### config.mk
export PLATFORM = sky130hd
export DESIGN_NAME = color_sensor_sampler
export DESIGN_NICKNAME = d
export VERILOG_FILES = /design/src/rtl/color_defs_pkg.sv /design/src/rtl/color_sensor_sampler_edge_sync.sv /design/src/rtl/color_sensor_sampler.sv
export SDC_FILE = /design/constraint.sdc
export NUM_CORES = 1
export LEC_CHECK = 0
export CAP_MARGIN = 20
export CORE_UTILIZATION = 45
export CTS_CLUSTER_SIZE = 8
export DETAILED_ROUTE_END_ITERATION = 16
export GPL_TIMING_DRIVEN = 0
export SETUP_SLACK_MARGIN = 0.4
export SKIP_LAST_GASP = 1
export SYNTH_ARGS = -nofsm -noshare
export SYNTH_HDL_FRONTEND = slang
export SYNTH_SLANG_ARGS = --single-unit
### constraint.sdc
create_clock -name clk -period 3.9 [get_ports clk]
set_input_delay 0.78 -clock clk [delete_from_list [all_inputs] [get_ports clk]]
set_output_delay 0.78 -clock clk [all_outputs]
set_load 0.02 [all_outputs]
### src/rtl/color_defs_pkg.sv
// Shared encodings for the colour sensor front end: filter select codes,
// FSM states and colour index, plus the colour-to-filter mapping.
package color_defs;

    // Sensor filter select, packed as {s2, s3}
    localparam logic [1:0] FILTER_RED   = 2'b00;
    localparam logic [1:0] FILTER_GREEN = 2'b11;
    localparam logic [1:0] FILTER_BLUE  = 2'b01;

    typedef enum logic [1:0] {
        ST_IDLE   = 2'd0,
        ST_SETTLE = 2'd1,
        ST_GATE   = 2'd2,
        ST_STORE  = 2'd3
    } state_t;

    typedef enum logic [1:0] {
        COL_RED   = 2'd0,
        COL_GREEN = 2'd1,
        COL_BLUE  = 2'd2
    } col_t;

    function automatic logic [1:0] filter_sel(input col_t col);
        case (col)
            COL_GREEN: return FILTER_GREEN;
            COL_BLUE:  return FILTER_BLUE;
            default:   return FILTER_RED;
        endcase
    endfunction

endpackage

### src/rtl/color_sensor_sampler_edge_sync.sv
// Brings the asynchronous sensor square wave into the clk domain and emits a
// one-cycle pulse per rising edge, three cycles after the edge.
module edge_sync (
    input  logic clk,
    input  logic rst_n,
    input  logic async_in,
    output logic pulse
);

    logic sync_q1;
    logic sync_q2;
    logic prev_q;

    // Two-flop synchroniser, delayed copy, and registered rising-edge pulse
    always_ff @(posedge clk or negedge rst_n) begin
        if (!rst_n) begin
            sync_q1 <= 1'b0;
            sync_q2 <= 1'b0;
            prev_q  <= 1'b0;
            pulse   <= 1'b0;
        end else begin
            sync_q1 <= async_in;
            sync_q2 <= sync_q1;
            prev_q  <= sync_q2;
            pulse   <= sync_q2 & ~prev_q;
        end
    end

endmodule

### src/rtl/color_sensor_sampler.sv
// TCS3200-style colour sensor front end: steps the filter red/green/blue,
// counts sensor edges over a gate window per colour, and publishes one
// clamped 8-bit R/G/B triple per frame.
module color_sensor_sampler #(
    parameter int unsigned SETTLE_CYCLES = 1000,
    parameter int unsigned GATE_CYCLES   = 50000,
    parameter int unsigned CNT_W         = 16,
    parameter int unsigned SCALE_SHIFT   = 2
) (
    input  logic       clk,
    input  logic       rst,
    input  logic       en,
    input  logic       sensor_out,
    output logic       s2,
    output logic       s3,
    output logic       oe_n,
    output logic [7:0] R,
    output logic [7:0] G,
    output logic [7:0] B,
    output logic       valid,
    output logic       busy
);

    import color_defs::*;

    localparam int unsigned TMR_MAX = (SETTLE_CYCLES > GATE_CYCLES) ? SETTLE_CYCLES : GATE_CYCLES;
    localparam int unsigned TMR_W   = $clog2(TMR_MAX + 1);
    localparam logic [TMR_W-1:0] SETTLE_LAST = TMR_W'(SETTLE_CYCLES - 1);
    localparam logic [TMR_W-1:0] GATE_LAST   = TMR_W'(GATE_CYCLES - 1);

    state_t           state;
    state_t           state_nxt;
    col_t             col;
    col_t             col_nxt;
    logic [TMR_W-1:0] timer;
    logic             timer_clr;
    logic             publish;
    logic [CNT_W-1:0] cnt;
    logic [CNT_W-1:0] scaled;
    logic [7:0]       value;
    logic [7:0]       shadow_r;
    logic [7:0]       shadow_g;
    logic             edge_pulse;

    edge_sync u_edge_sync (
        .clk      (clk),
        .rst_n    (rst),
        .async_in (sensor_out),
        .pulse    (edge_pulse)
    );

    assign scaled = cnt >> SCALE_SHIFT;
    assign value  = (scaled > CNT_W'(255)) ? 8'hFF : scaled[7:0];

    // State and colour index registers
    always_ff @(posedge clk or negedge rst) begin
        if (!rst) begin
            state <= ST_IDLE;
            col   <= COL_RED;
        end else begin
            state <= state_nxt;
            col   <= col_nxt;
        end
    end

    // Next-state decode, phase timer control and sensor-facing outputs
    always_comb begin
        state_nxt = state;
        col_nxt   = col;
        timer_clr = 1'b0;
        publish   = 1'b0;
        busy      = (state != ST_IDLE);
        oe_n      = (state == ST_IDLE);
        {s2, s3}  = (state == ST_IDLE) ? FILTER_RED : filter_sel(col);
        case (state)
            ST_IDLE: begin
                timer_clr = 1'b1;
                if (en) begin
                    state_nxt = ST_SETTLE;
                    col_nxt   = COL_RED;
                end
            end
            ST_SETTLE: begin
                if (timer == SETTLE_LAST) begin
                    state_nxt = ST_GATE;
                    timer_clr = 1'b1;
                end
            end
            ST_GATE: begin
                if (timer == GATE_LAST) begin
                    state_nxt = ST_STORE;
                    timer_clr = 1'b1;
                end
            end
            ST_STORE: begin
                timer_clr = 1'b1;
                state_nxt = ST_SETTLE;
                case (col)
                    COL_RED:   col_nxt = COL_GREEN;
                    COL_GREEN: col_nxt = COL_BLUE;
                    default: begin
                        publish   = 1'b1;
                        col_nxt   = COL_RED;
                        state_nxt = en ? ST_SETTLE : ST_IDLE;
                    end
                endcase
            end
            default: state_nxt = ST_IDLE;
        endcase
    end

    // Phase timer: counts cycles spent in the current SETTLE or GATE phase
    always_ff @(posedge clk or negedge rst) begin
        if (!rst) begin
            timer <= '0;
        end else if (timer_clr) begin
            timer <= '0;
        end else begin
            timer <= timer + TMR_W'(1);
        end
    end

    // Saturating edge counter, live only during GATE and held through STORE
    always_ff @(posedge clk or negedge rst) begin
        if (!rst) begin
            cnt <= '0;
        end else if (state != ST_GATE) begin
            cnt <= '0;
        end else if (edge_pulse && (cnt != '1)) begin
            cnt <= cnt + CNT_W'(1);
        end
    end

    // Shadow capture per colour; the triple is published together on BLUE STORE
    always_ff @(posedge clk or negedge rst) begin
        if (!rst) begin
            shadow_r <= '0;
            shadow_g <= '0;
            R        <= '0;
            G        <= '0;
            B        <= '0;
            valid    <= 1'b0;
        end else begin
            valid <= publish;
            if (state == ST_STORE) begin
                if (col == COL_RED)   shadow_r <= value;
                if (col == COL_GREEN) shadow_g <= value;
            end
            if (publish) begin
                R <= shadow_r;
                G <= shadow_g;
                B <= value;
            end
        end
    end

endmodule

# == Yosys cells after proc, flatten, opt, wreduce, memory -nomap -nowiden ==
# Index checks and enable logic that the tools add are counted.
# totals
register_bits,81
latchBits,0
ram_bits,0
romBits,0
input_bits,4
out_inout_bits,29
memories,0
# classes
addsub,2
n_mul,0
n_div,0
n_lt_le_gt_ge,1
eq_ne,12
shift,0
muxes,20
bitwise,2
n_reduce_logical,12
# ops
op,count
$mux W16,3
$add A16 B1 Y16 const B,2
$eq A16 B10 Y1 const B,1
$eq A16 B16 Y1 const B,1
$ne A16 B16 Y1 const B,1
$gt A14 B8 Y1 const B,1
$pmux W2 S2,3
$mux W2,5
$mux W8,1
$ne A2 B2 Y1 const B,4
$pmux W2 S4,1
$eq A2 B2 Y1 const B,3
$mux W1,6
$reduce_and A2 Y1,3
$reduce_bool A2 Y1,3
$eq A2 B1 Y1 const B,2
$logic_not A2 Y1,2
$reduce_or A2 Y1,2
$pmux W1 S3,1
$reduce_and A3 Y1,1
$and A1 B1 Y1,1
$logic_and A1 B1 Y1,1
$not A1 Y1,1

# == Depth between registers and ports, before layout ==
# depth
word_depth,4
depth_mapped,7
ltp_nobuf,6

# == By module ==
# A second synthesis with hierarchy kept.
# unflattened
hier_cells,334
hier_area_um2,3611.0
# modules_own_cells
module,instances,cells_each,area_per_inst_um2
color_sensor_sampler,1,329,3497.1
edge_sync,1,5,113.9

# == Least setup slack after synthesis ==
# No wires, ideal clock.
# synth_path
kind,register -> output
startpoint,register state[0]
endpoint,output port s2
t_arrival_ns,1.150
required_time_ns,3.120
slack_ns,1.970
stages_incl_launch_ff,4
n_path_buf,0
cell_sequence,dfrtp_1 inv_1 ha_1 nor2b_1
# synth_between
elab_chain_cells,2
# synth_lines
element,line_no,text
"start, declared",color_sensor_sampler.sv:31,state_t state;
"start signal, assigned",color_sensor_sampler.sv:61,state <= state_nxt;
$logic_not A2 Y1,n/a,
via oe_n,color_sensor_sampler.sv:16,"output logic oe_n,"
$mux W2,color_sensor_sampler.sv:74,"{s2, s3} = (state == ST_IDLE) ? FILTER_RED : filter_sel(col);"
"end, declared",color_sensor_sampler.sv:14,"output logic s2,"
# The timed path passes the listed nets, and every way through them passes these cells.

# == Final worst setup path ==
# layout_path
startpoint,register state[0]
endpoint,output port s2
# layout_between
elab_chain_cells,2
# layout_lines
element,line_no
$logic_not A2 Y1,color_sensor_sampler.sv:74
$mux W2,color_sensor_sampler.sv:74
# No other way between the ends.

==> reports/results.tsv <==
metric	value	unit
element type at the critical path start	register	
clock sink total	81	
Total Power	1.59	mW
most frequent cells in the layout	81 x dfrtp_1, 63 x nor2_1, 31 x clkdlybuf4s50_1	
Util after Layout	55.0	%
fill count	709	
Min Clock Period, post-route	2740	ps
setup bufs post-CTS	0	
Pre-antenna DRT Iters	4	
flops & latches, synth	81	
Worst-path clk slew	90	ps
DR WL/cell	14.0	um
Place WS	1570	ps
Mapped Area	3620	um^2
Synth Area in Compound Gates	9.98	%
predominant post-synthesis flop cell	dfrtp_1	
worst-path fanout max	7	
Crit Path Class	reg -> out	
hold slack	353	ps
synth-to-layout area growth	17.9	%
largest area contributor in the netlist	dfrtp_1	
dpl hpwl	4700	um
DR iter-0 viols	91	
CTS tree	built	
Fin Setup TNS	0	ps
H-tree depth	3	
Num CTS Buffers	9	
gr ovfl total	0	
worst path required time	3120	ps
DRC Markers	0	
root buffer cell	clkbuf_8	
gpl congestion	0.777	
Critical Path Slowest Stage Cell	clkdlybuf4s50_1	
Worst EP arrival	1960	ps
Tightest Hold Check Type	in -> async	
post-route ant nets	0	
Post-CTS Hold Buffers	0	
max-cap violations	0	
commonest non-fill, non-tap cell in the layout	dfrtp_1	
worst path bufs/invs	2	
Synth Net Count	346	
Die Ht	91.7	um
final net count	390	
worst vdd ir	0.168	mV
Setup WS post-layout	1160	ps
initial antenna violation count	0	
Total Routed Length	6770	um
synth warn	0	
Die W	91.7	um
share of the synthesized area in the top cell type	56.0	%
final cycle utilization of the critical path	70.2	%
first-pass GRT wire length	11600	um
Max Freq	365	MHz
xor/xnor share of the synthesized area	5.56	%
register area	2030	um^2
EDFF count, synth	0	
Max Slew Vio Count	0	
power per standard cell area	372	nW/um^2
largest net degree at the start of global routing	52	
largest cells by area after synthesis	dfrtp_1 56%, nor2_1 6.5%, mux2_2 5.0%	
Leak	1.96	nW
Worst Setup End Kind	output port	
Crit path largest cell delay	620	ps
max_slew headroom	65.9	%
core area	7770	um^2
Top Ports	33	
status	completed	
post-CTS resize count	0	
Yosys cell types	48	
share of layout cells above drive strength 1	14.2	%
Die Area	8410	um^2
CP cell instances	inv_1 -> ha_1 -> nor2b_1 -> clkdlybuf4s50_1	
adder-cell share of the synthesized area	3.80	%
clk_lat worst skew	360	ps
final hold vios	0	
cells after synthesis	331	
Worst Tran Pin Value	511	ps
RSZ-0062 raised after global routing	no	
Tot GR Track Use	17.8	%
sequential fraction of the synthesis area	56.0	%
mux contribution to synthesized area	5.25	%
vias in the first global route	2393	
ys async rst share	100	%
R2R Setup Slk	1920	ps
synthesized area per cell	10.9	um^2
Inserted Diodes	0	
Post-Synth Simple-Gate Area	17.5	%
IO Port Bufs	32	
main combinational cell family by area after synthesis	simple AND/OR/NAND/NOR gates	
CTS max path bufs	2	
Final Skew	11.9	ps
Rows	32	
initial core utilization	46.6	%
area taken by multi-input logic gates	1530	um^2
final setup violating endpoints	0	
Vias	2494	
family with the most delay on the worst path	buffers and inverters	
routed vias/inst	5.17	
## per-stage QoR
step                      instance area [um^2]  instances
final                                     4270        482
after global routing                      4270        482
after CTS                                 4270        482
after detailed placement                  4100        466
after global placement                    4070        465
after floorplan                           3620        331
## cells in the mapped netlist, types with 2 or more instances
master     instances
and2_1             3
and3_1             3
o211ai_2           2
or3_1              4
xor2_1            15
o2111ai_1          2
buf_2              5
inv_1              5
o21ai_1            4
and3_2             2
nor3_1             4
clkbuf_1           6
ha_1              11
xnor2_1            8
o21ai_0            6
o211ai_1           3
nand2_1           15
nor2b_1            5
and4_1             2
nand4_1            6
dfrtp_1           81
nor2_1            63
a21oi_1           30
nand3_1            4
mux2_2            16
a32o_1             2
a31oi_1            3
## metal layers
metal / part of all wire [%] / vias up / GRT usage, %
met2: 44 / 32 / 26.6
li1: - / 1234 / -
met1: 51 / 1219 / 24.9
met3: 3.3 / 9 / 4.98
met5: 0 / - / 0
met4: 1.4 / 0 / 6.25
## kinds of logic after synthesis
kind of cell	count (synthesis)
adders and majority gates	11
xor gates and xnor gates	23
and+or+nand+nor	123
AOI/OAI and AO/OA	59
DFF	81
muxes	17
buffers and inverters	17
## power breakdown
group	total [mW]	internal (mW)	switching, mW
Sequential	0.914	0.870	0.0444
Clock	0.564	0.238	0.327
Combinational	0.112	0.0409	0.0707
Total	1.59	1.15	0.442
## state kept, by name (all words and copies together) (netlist names), 2 cells and up
| name | flops |
|---|---|
| col | 2 |
| R | 8 |
| shadow_r | 8 |
| cnt | 16 |
| G | 8 |
| timer | 16 |
| B | 8 |
| state | 2 |
| shadow_g | 8 |
## cell type report
cell class              instances  share of cell area [%]
clock inverters                 7                    1.23
repair buffers                 33                    8.08
plain buffers                  11                    1.11
multi-input cells             233                    35.7
flip-flops and latches         81                    47.5
inverters                       6                   0.527
clock buffers                   9                    2.90
well taps                     102                    2.99
## final timing paths
| kind | from | to | depth (start not counted) |
|---|---|---|---|
| worst max-delay path | state[0]$_DFFE_PN0P_ | s2 | 4 |
| worst min-delay path | rst | shadow_r[1]$_DFFE_PN0P_ | 1 |
| worst max register to register | state[0]$_DFFE_PN0P_ | G[3]$_DFFE_PN0P_ | 4 |
| worst min register to register | u_edge_sync.sync_q1$_DFF_PN0_ | u_edge_sync.sync_q2$_DFF_PN0_ | 0 |
| max in group asynchronous | rst | cnt[4]$_DFFE_PN0P_ | 2 |
| min in group clk | u_edge_sync.sync_q1$_DFF_PN0_ | u_edge_sync.sync_q2$_DFF_PN0_ | 0 |
Note: power is estimated with default switching activity, not from simulation.
